### src/rtl/l6_ctrl_pkg.sv
// Shared constants and types for the lab-6 multi-cycle control unit.
package l6_ctrl_pkg;

   localparam logic [3:0] OP_ADD  = 4'h0;
   localparam logic [3:0] OP_SUB  = 4'h1;
   localparam logic [3:0] OP_AND  = 4'h2;
   localparam logic [3:0] OP_OR   = 4'h3;
   localparam logic [3:0] OP_ADDI = 4'h4;
   localparam logic [3:0] OP_LD   = 4'h8;
   localparam logic [3:0] OP_ST   = 4'h9;
   localparam logic [3:0] OP_BZ   = 4'hA;
   localparam logic [3:0] OP_BNZ  = 4'hB;
   localparam logic [3:0] OP_JMP  = 4'hC;
   localparam logic [3:0] OP_HALT = 4'hF;

   localparam logic [1:0] PC_INC    = 2'd0;
   localparam logic [1:0] PC_BRANCH = 2'd1;
   localparam logic [1:0] PC_JUMP   = 2'd2;

   localparam logic [1:0] ALU_ADD = 2'd0;
   localparam logic [1:0] ALU_SUB = 2'd1;
   localparam logic [1:0] ALU_AND = 2'd2;
   localparam logic [1:0] ALU_OR  = 2'd3;

   typedef enum logic [2:0] {
      S_FETCH,
      S_DECODE,
      S_EXEC,
      S_MEM,
      S_WB,
      S_BRANCH,
      S_HALTED
   } state_e;

   typedef struct packed {
      logic is_rtype;
      logic is_addi;
      logic is_ld;
      logic is_st;
      logic is_bz;
      logic is_bnz;
      logic is_jmp;
      logic is_halt;
      logic is_illegal;
   } op_class_t;

endpackage

### src/rtl/l6_ctrl_decode.sv
// Combinational opcode classifier; exactly one class flag is set for any opcode.
module l6_ctrl_decode
   import l6_ctrl_pkg::*;
(
   input  logic [3:0] opcode_i,
   output op_class_t  cls_o
);

   always_comb begin
      cls_o = '0;
      case (opcode_i)
         OP_ADD, OP_SUB, OP_AND, OP_OR: cls_o.is_rtype = 1'b1;
         OP_ADDI: cls_o.is_addi   = 1'b1;
         OP_LD:   cls_o.is_ld     = 1'b1;
         OP_ST:   cls_o.is_st     = 1'b1;
         OP_BZ:   cls_o.is_bz     = 1'b1;
         OP_BNZ:  cls_o.is_bnz    = 1'b1;
         OP_JMP:  cls_o.is_jmp    = 1'b1;
         OP_HALT: cls_o.is_halt   = 1'b1;
         default: cls_o.is_illegal = 1'b1;
      endcase
   end

endmodule

### src/rtl/l6_mc_control.sv
// Multi-cycle FSM sequencing the lab-6 CPU datapath, with a memory-wait
// watchdog and a retired-instruction counter.
module l6_mc_control
   import l6_ctrl_pkg::*;
#(
   parameter int CNT_W       = 16,
   parameter int MEM_TIMEOUT = 255
)(
   input  logic             clk,
   input  logic             rst_n,
   input  logic [15:0]      instr,
   input  logic             mem_ready,
   input  logic             branch,
   output logic             mem_req,
   output logic             mem_we,
   output logic             mem_addr_sel,
   output logic             ir_write,
   output logic             pc_write,
   output logic [1:0]       pc_src,
   output logic [1:0]       alu_op,
   output logic             alu_src,
   output logic             rf_we,
   output logic             rf_wsel,
   output logic             bz,
   output logic             bnz,
   output logic             retired,
   output logic             illegal,
   output logic             halted,
   output logic             mem_err,
   output logic [CNT_W-1:0] instr_count
);

   localparam int WAIT_W = 10;

   state_e              state_q, state_d;
   logic [WAIT_W-1:0]   wait_q, wait_d;
   logic                err_q, err_d;
   logic [CNT_W-1:0]    count_q;
   op_class_t           cls;
   logic                memAccess;
   logic                waiting;
   logic                timeout;
   logic                unused_instr_bits;

   assign unused_instr_bits = ^instr[11:0];

   l6_ctrl_decode u_decode (
      .opcode_i (instr[15:12]),
      .cls_o    (cls)
   );

   // Outputs are decodes of the state register, so reset gates them off combinationally.
   assign memAccess = rst_n && (state_q == S_FETCH || state_q == S_MEM);
   assign waiting   = memAccess && !mem_ready;
   assign timeout   = waiting && (wait_q == WAIT_W'(MEM_TIMEOUT - 1));
   assign wait_d    = waiting ? wait_q + 1'b1 : '0;

   always_comb begin
      state_d      = state_q;
      err_d        = err_q;
      mem_req      = memAccess;
      mem_we       = 1'b0;
      mem_addr_sel = 1'b0;
      ir_write     = 1'b0;
      pc_write     = 1'b0;
      pc_src       = PC_INC;
      alu_op       = ALU_ADD;
      alu_src      = 1'b0;
      rf_we        = 1'b0;
      rf_wsel      = 1'b0;
      bz           = 1'b0;
      bnz          = 1'b0;
      retired      = 1'b0;
      illegal      = 1'b0;
      halted       = 1'b0;
      if (rst_n) begin
         case (state_q)
            S_FETCH: begin
               if (mem_ready) begin
                  ir_write = 1'b1;
                  pc_write = 1'b1;
                  state_d  = S_DECODE;
               end else if (timeout) begin
                  err_d   = 1'b1;
                  state_d = S_HALTED;
               end
            end
            S_DECODE: begin
               if (cls.is_rtype || cls.is_addi || cls.is_ld || cls.is_st) begin
                  state_d = S_EXEC;
               end else if (cls.is_bz || cls.is_bnz) begin
                  state_d = S_BRANCH;
               end else if (cls.is_jmp) begin
                  pc_write = 1'b1;
                  pc_src   = PC_JUMP;
                  retired  = 1'b1;
                  state_d  = S_FETCH;
               end else if (cls.is_halt) begin
                  retired = 1'b1;
                  state_d = S_HALTED;
               end else begin
                  illegal = 1'b1;
                  retired = 1'b1;
                  state_d = S_FETCH;
               end
            end
            S_EXEC: begin
               alu_src = !cls.is_rtype;
               alu_op  = cls.is_rtype ? instr[13:12] : ALU_ADD;
               state_d = (cls.is_ld || cls.is_st) ? S_MEM : S_WB;
            end
            S_MEM: begin
               mem_addr_sel = 1'b1;
               mem_we       = cls.is_st;
               if (mem_ready) begin
                  retired = cls.is_st;
                  state_d = cls.is_st ? S_FETCH : S_WB;
               end else if (timeout) begin
                  err_d   = 1'b1;
                  state_d = S_HALTED;
               end
            end
            S_WB: begin
               rf_we   = 1'b1;
               rf_wsel = cls.is_ld;
               retired = 1'b1;
               state_d = S_FETCH;
            end
            S_BRANCH: begin
               bz      = cls.is_bz;
               bnz     = cls.is_bnz;
               retired = 1'b1;
               if (branch) begin
                  pc_write = 1'b1;
                  pc_src   = PC_BRANCH;
               end
               state_d = S_FETCH;
            end
            S_HALTED: halted = 1'b1;
            default:  state_d = S_FETCH;
         endcase
      end
   end

   always_ff @(posedge clk) begin
      if (!rst_n) begin
         state_q <= S_FETCH;
         wait_q  <= '0;
         err_q   <= 1'b0;
         count_q <= '0;
      end else begin
         state_q <= state_d;
         wait_q  <= wait_d;
         err_q   <= err_d;
         if (retired) begin
            count_q <= count_q + CNT_W'(1);
         end
      end
   end

   assign mem_err     = err_q;
   assign instr_count = count_q;

endmodule

### config.mk
export PLATFORM = sky130hd
export DESIGN_NAME = l6_mc_control
export DESIGN_NICKNAME = d
export VERILOG_FILES = /design/src/rtl/l6_ctrl_pkg.sv /design/src/rtl/l6_ctrl_decode.sv /design/src/rtl/l6_mc_control.sv
export SDC_FILE = /design/constraint.sdc
export NUM_CORES = 1
export LEC_CHECK = 0
export ABC_CLOCK_PERIOD_IN_PS = 3900
export CORE_ASPECT_RATIO = 1.2
export CORE_MARGIN = 5
export CORE_UTILIZATION = 51
export CTS_CLUSTER_DIAMETER = 50
export DETAILED_ROUTE_END_ITERATION = 10
export PLACE_DENSITY = 0.85
export SYNTH_ARGS = -nofsm -noshare
export SYNTH_HDL_FRONTEND = slang
export SYNTH_SLANG_ARGS = --single-unit
### constraint.sdc
create_clock -name clk -period 3.9 [get_ports clk]
set_clock_uncertainty 0.15 [all_clocks]
set_input_delay 0.975 -clock clk [delete_from_list [all_inputs] [get_ports clk]]
set_output_delay 0.975 -clock clk [all_outputs]
set_load 0.05 [all_outputs]
==> results.md, run 1 <==
- Clock transition at path regs: 0.07 ns
- R2r setup slk: 1.42 ns
- Die Width: 65.06 um
- Number of flops mapped to enable cells by yosys: 0
- Post-DP HPWL: 3.338 mm
- Port buffer count: 41
- Starting Density: 51.93%
- Post-synthesis simple-gate area fraction: 32.57%
- First-pass GRT wire length: 8.190 mm
- Met2 usage in global routing: 32.86%
- Sw Pwr: 0.2003 mW
- Yosys reg bits: 30
- Hold Crit Start: instr_count[15]$_SDFFE_PN0P_
- Number of global-route vias before repair: 1784
- Nets: 300
- Critical Path Sink Type: output pin
- CTS sink cnt: 30
- Cts hold-fix bufs: 0
- Clock buffer depth: 2
- Worst-margin pin slew: 0.5595 ns
- Final setup vio count: 0
- WHS Endpoint: instr_count[15]$_SDFFE_PN0P_
- Average size of a mapped cell: 8.068 sq um
- Gr usage total: 20.19%
- Gr ovfl total: 0
- Fin Setup TNS: 0 ns
- Core area: 3573 sq um
- Hold depth: 2
- Fin crit share: 95.35%
- DR iter-0 viols: 167
- Clock Tree Root: clkbuf_8
- WL final: 4.622 mm
- HP Class: reg2reg
- P per Cell Area: 266.8 nW/um^2
- Pint: 0.4998 mW
- Synth Area in Adders: 2.023%
- Postcts setup bufs: 0
- Share of post-route cells with drive strength above 1: 18.71%
- Met1 Usage GRT: 25.14%
- Leading cell type in the layout, fill and taps excluded: nand2_1
- GR peak layer: met2
- Leading register cell type out of synthesis: dfxtp_1
- Worst R2R Path Depth: 5
- Main combinational cell family by area after synthesis: simple AND/OR/NAND/NOR gates
- Final Util: 73.42%
- Post-Synth XOR/XNOR Area: 4.248%
- Leak: 0.8961 nW
- Cell Area, Synth: 1856 sq um
- Synth warn: 0
- Startpoint Class: input pin
- Largest net degree at the start of global routing: 25
- Unique cell type count in the Yosys netlist: 48
- Post-synth ARST share: 0%
- Inserted Diodes: 0
- Final Hold Viols: 0
- Row count: 24
- Routed Antenna Nets: 0
- Fin. max-slew vios: 0
- Clk_lat worst skew: 0.28 ns
- WS Path Type: in2out
- Reg power frac: 46.1%
- R2r endpoint: instr_count[10]$_SDFFE_PN0P_
- Routed len/inst: 14.58 um
- DR vias: 1887
- RSZ-0062 raised after global routing: no
- Htree depth: 2
- Crit-path max FO: 5
- Post-synthesis sequential area ratio: 32.37%
- Syn Nets: 253
- Area growth syn-to-layout: 41.40%
- Met3 GRT Util: 4.425%
- Fin crit period: 3.719 ns
- Compound-cell area share of the yosys netlist: 16.12%
- Worst Path Required: 2.77 ns
- Final RePlAce weighted congestion: 0.8349
- Die height: 76.08 um
- Sw Ratio: 28.61%
- Drt drc: 0
- Status: finished, final reports clean
- Mux cell area share after synthesis: 7.552%
- Initial antenna violation count: 0
- Vias per cell: 5.953
- DR pass1 iterations: 4
- Max_slew headroom: 62.36%
- TritonCTS Buffers: 5
- CTS tree: built
- Gate Count Post-Synth: 230
- Max-cap viol count: 0
- Combinational power share: 16.5%
- Die ar.: 4949 sq um
- Arrival time worst endpoint: 2.59 ns
- Number of I/O pins: 54
- Commonest non-fill, non-tap cells in the layout: nand2_1 (33), dfxtp_1 (30), clkdlybuf4s50_1 (24)
- Peak VDD IR: 0.2161 mV
- Clock share of power: 37.4%
- Reg2reg start: state_q[0]$_SDFFE_PN0P_
- Max frequency: 268.9 MHz
==> how the worst max path moves through the flow <==
stage / to / startpoint / depth (start not counted)
after floorplan: bnz / rst_n / 5
after global placement: pc_write / instr[13] / 6
after detailed placement: pc_write / instr[13] / 6
after CTS: pc_write / instr[13] / 6
after global routing: bnz / rst_n / 7
final: pc_write / instr[13] / 6
==> repair_timing <==
action	4_1_cts	5_1_grt
endpoints found under the hold margin	0	0
gates resized for setup	0	3
endpoints found under the setup margin	0	3
==> per-layer routing <==
metal / vias to the layer above / part of all wire, %
met5: - / 0
met4: 0 / 2.4
met3: 14 / 4.8
met1: 890 / 41
li1: 924 / -
met2: 59 / 52
==> synth_stat cells, types with 2 or more instances <==
library cell | number | area, sq um
and3_1 | 2 | 12.51
nand2_1 | 33 | 123.9
xor2_1 | 6 | 52.55
a22oi_1 | 3 | 22.52
and4_1 | 3 | 26.28
a211oi_1 | 3 | 22.52
mux2i_1 | 14 | 140.1
buf_6 | 2 | 22.52
nor2_1 | 19 | 71.32
a211oi_2 | 3 | 37.54
dfxtp_1 | 30 | 600.6
nand4_1 | 5 | 31.28
a2111oi_2 | 3 | 45.04
and2_1 | 2 | 12.51
nor4_1 | 7 | 43.79
buf_2 | 4 | 20.02
ha_1 | 3 | 37.54
nor3b_1 | 2 | 15.01
inv_1 | 5 | 18.77
xnor2_1 | 3 | 26.28
o21ai_0 | 2 | 10.01
nor3_1 | 10 | 50.05
nand3_1 | 12 | 60.06
nand2b_1 | 15 | 93.84
o22ai_1 | 2 | 12.51
a21oi_1 | 9 | 45.04
clkbuf_1 | 5 | 18.77
or2_2 | 3 | 18.77
==> cell families after synthesis <==
logic type,after synthesis
AND/OR/NAND/NOR,118
AO/OA/AOI/OAI,37
flip-flops,30
buffers and inverters,19
multiplexers,14
XOR/XNOR,9
adder cells (fa/ha/maj),3
==> critical path: stages <==
cell and delay (ns):
clkdlybuf4s50_1 0.46, or2_2 0.35, o41ai_2 0.31, a22oi_1 0.13
nor2_1 0.20, buf_12 0.16
==> per-stage QoR <==
step | setup slack (ns) | hold slack, ns | power, mW | instances | cell area (sq um)
6_report | 0.1812 | 0.3210 | 0.7001 | 317 | 2624
5_1_grt | 0.01272 | 0.3516 | 0.7380 | 317 | 2624
4_1_cts | 0.1209 | 0.3229 | 0.7075 | 317 | 2604
3_5_place_dp | 0.1215 | 0.3125 | 0.4425 | 309 | 2509
3_3_place_gp | 0.1881 | 0.3020 | 0.4398 | 309 | 2509
2_1_floorplan | -0.2862 | 0.3142 | 0.3956 | 230 | 1862
==> registers in the layout (all words and copies together) (netlist names) <==
signal / cells
wait_q: 10
mem_err: 1
instr_count: 16
state_q: 3
==> final cells by class <==
type / instances / area (sq um)
inverters: 6 / 22.52
multi-input cells: 181 / 1186
clock buffers: 6 / 82.58
clock inverters: 2 / 12.51
flip-flops and latches: 30 / 600.6
fillers: 264 / 949.7
repair buffers: 53 / 670.6
well taps: 39 / 48.80
==> power by group through the flow <==
stage	clock [mW]	combinational, mW	sequential (mW)
detailed placement	0	0.113	0.329
global placement	0	0.111	0.329
floorplan	0	0.0713	0.324
CTS	0.272	0.114	0.322
finish	0.262	0.116	0.323
global route	0.289	0.125	0.324
Note: power is estimated with default switching activity, not from simulation.
==> run 2: changes to the inputs <==
- ABC_CLOCK_PERIOD_IN_PS: 3900 -> 4500
- RECOVER_POWER: not set -> 25
- clock period: 3.9 -> 4.5 ns (I/O delays scaled with it)
==> run 2 against run 1 <==
Net effect:
- sequential cell count unchanged
- register-to-register slack improved by 0.56 ns
- setup slack better by 0.12 ns
- first-iteration DRC count is 26% lower
- non-clock buffer count is 7 lower
==> results.md, run 2 (synthesized netlist as in run 1, its figures left out) <==
- Status: finished, final reports clean
- Starting Density: 51.93%
- Non-filler cells, final: 310
- First-pass GRT wire length: 7.914 mm
- Row count: 24
- Placed Area: 2450 sq um
- WHS Endpoint: instr_count[15]$_SDFFE_PN0P_
- Final RePlAce weighted congestion: 0.8772
- Gr usage total: 19.67%
- Reg power frac: 46.7%
- Leading cell type in the layout, fill and taps excluded: nand2_1
- Number of I/O pins: 54
- DR vias: 1823
- Fin Setup TNS: 0 ns
- Routed Antenna Nets: 0
- R2r setup slk: 1.98 ns
- TritonCTS Buffers: 5
- Drt drc: 0
- CTS sink cnt: 30
- Max reg flops: 16
- P per Cell Area: 235.5 nW/um^2
- Clock Tree Root: clkbuf_8
- Hold Crit Start: instr_count[15]$_SDFFE_PN0P_
- Initial antenna violation count: 0
- Fin Hold WS: 0.3166 ns
- Crit-path max FO: 9
- Htree depth: 2
- Postcts setup bufs: 0
- Combinational power share: 15.9%
- Die height: 76.08 um
- Share of post-route cells with drive strength above 1: 15.13%
- Filler Cells Inserted: 270
- Placed cells: 302
- Clk_lat worst skew: 0.28 ns
- DR iter-0 viols: 124
- HP Class: reg2reg
- Post-DP HPWL: 3.216 mm
- Fin area: 2545 sq um
- WS Path Type: in2out
- Final Hold Viols: 0
- R2r endpoint: instr_count[10]$_SDFFE_PN0P_
- Clock buffer depth: 2
- Die ar.: 4949 sq um
- Commonest non-fill, non-tap cells in the layout: nand2_1 (33), dfxtp_1 (30), clkdlybuf4s50_1 (20)
- Reg2reg start: state_q[0]$_SDFFE_PN0P_
- RSZ-0062 raised after global routing: no
- Fin crit period: 4.196 ns
- Core area: 3573 sq um
- Fin. max-slew vios: 0
- Reg area: 600.6 sq um
- Critical Path Sink Type: output pin
- Max-cap viol count: 0
- Worst R2R Path Depth: 5
- Multi-input gate area: 1160 sq um
- Max_slew headroom: 61.45%
- Arrival time worst endpoint: 2.92 ns
- Hold depth: 2
- Vias per cell: 5.881
- Sw Pwr: 0.1684 mW
- Port buffer count: 41
- Startpoint Class: input pin
- Gr ovfl total: 0
- Clock share of power: 37.4%
- Largest net degree at the start of global routing: 25
- Routed len/inst: 14.39 um
- Final setup vio count: 0
- Fin crit share: 93.25%
- Final Util: 71.22%
- DR pass1 iterations: 4
- Peak VDD IR: 0.1853 mV
- Pint: 0.4308 mW
- Clock transition at path regs: 0.06 ns
- WL final: 4.461 mm
- CTS tree: built
- Number of global-route vias before repair: 1695
- Sw Ratio: 28.10%
- Area growth syn-to-layout: 37.15%
- Worst-margin pin slew: 0.5775 ns
- Inserted Diodes: 0
- Die Width: 65.06 um
- Max frequency: 238.3 MHz
- Leak: 0.8659 nW
- Nets: 293
- CTS resizes: 0
- Worst Path Required: 3.22 ns
- Cts hold-fix bufs: 0
==> run 2: worst max path at each step <==
stage / start / endpoint
4_1_cts: instr[12] / pc_write
6_report: instr[12] / pc_write
3_5_place_dp: instr[12] / pc_write
3_3_place_gp: instr[12] / pc_write
2_1_floorplan: rst_n / bnz
5_1_grt: rst_n / bnz
==> run 2: power groups by stage <==
| stage | combinational [mW] | clock [mW] | sequential [mW] |
|---|---|---|---|
| after floorplan | 0.0613 | 0 | 0.281 |
| after global placement | 0.0938 | 0 | 0.285 |
| after detailed placement | 0.0952 | 0 | 0.285 |
| after CTS | 0.0956 | 0.235 | 0.279 |
| after global routing | 0.104 | 0.256 | 0.280 |
| final | 0.0956 | 0.224 | 0.280 |
==> run 2: routing by layer <==
metal  track usage (%)  up-vias  share of wire, %  wire (um)
li1                  -      912                 -          -
met2             31.73       40                52       2338
met5                 0        -                 0          0
met3             5.310        7               3.9        172
met1             25.30      864                42       1893
met4             6.224        0               1.3         57
==> run 2: cell type report <==
| cell class | instances | area share (%) |
|---|---|---|
| sequential | 30 | 23.60 |
| multi-input combinational | 181 | 45.58 |
| clock buffer | 6 | 3.245 |
| inverter | 6 | 0.8850 |
| clock inverter | 2 | 0.4916 |
| timing repair buffer | 46 | 24.29 |
| tap | 39 | 1.917 |
==> run 2: worst max-delay path: stages <==
cell             delay [ns]
clkdlybuf4s50_1        0.57
or2_2                  0.40
o41ai_1                0.34
a22oi_1                0.11
nor2_1                 0.20
buf_12                 0.17
==> run 2: through the flow <==
step                worst slack [ns]  power [mW]
floorplan                    0.01376      0.3424
global placement              0.3405      0.3787
CTS                           0.3342      0.6097
finish                        0.3039      0.5992
detailed placement            0.3342      0.3805
global route                  0.1976      0.6398
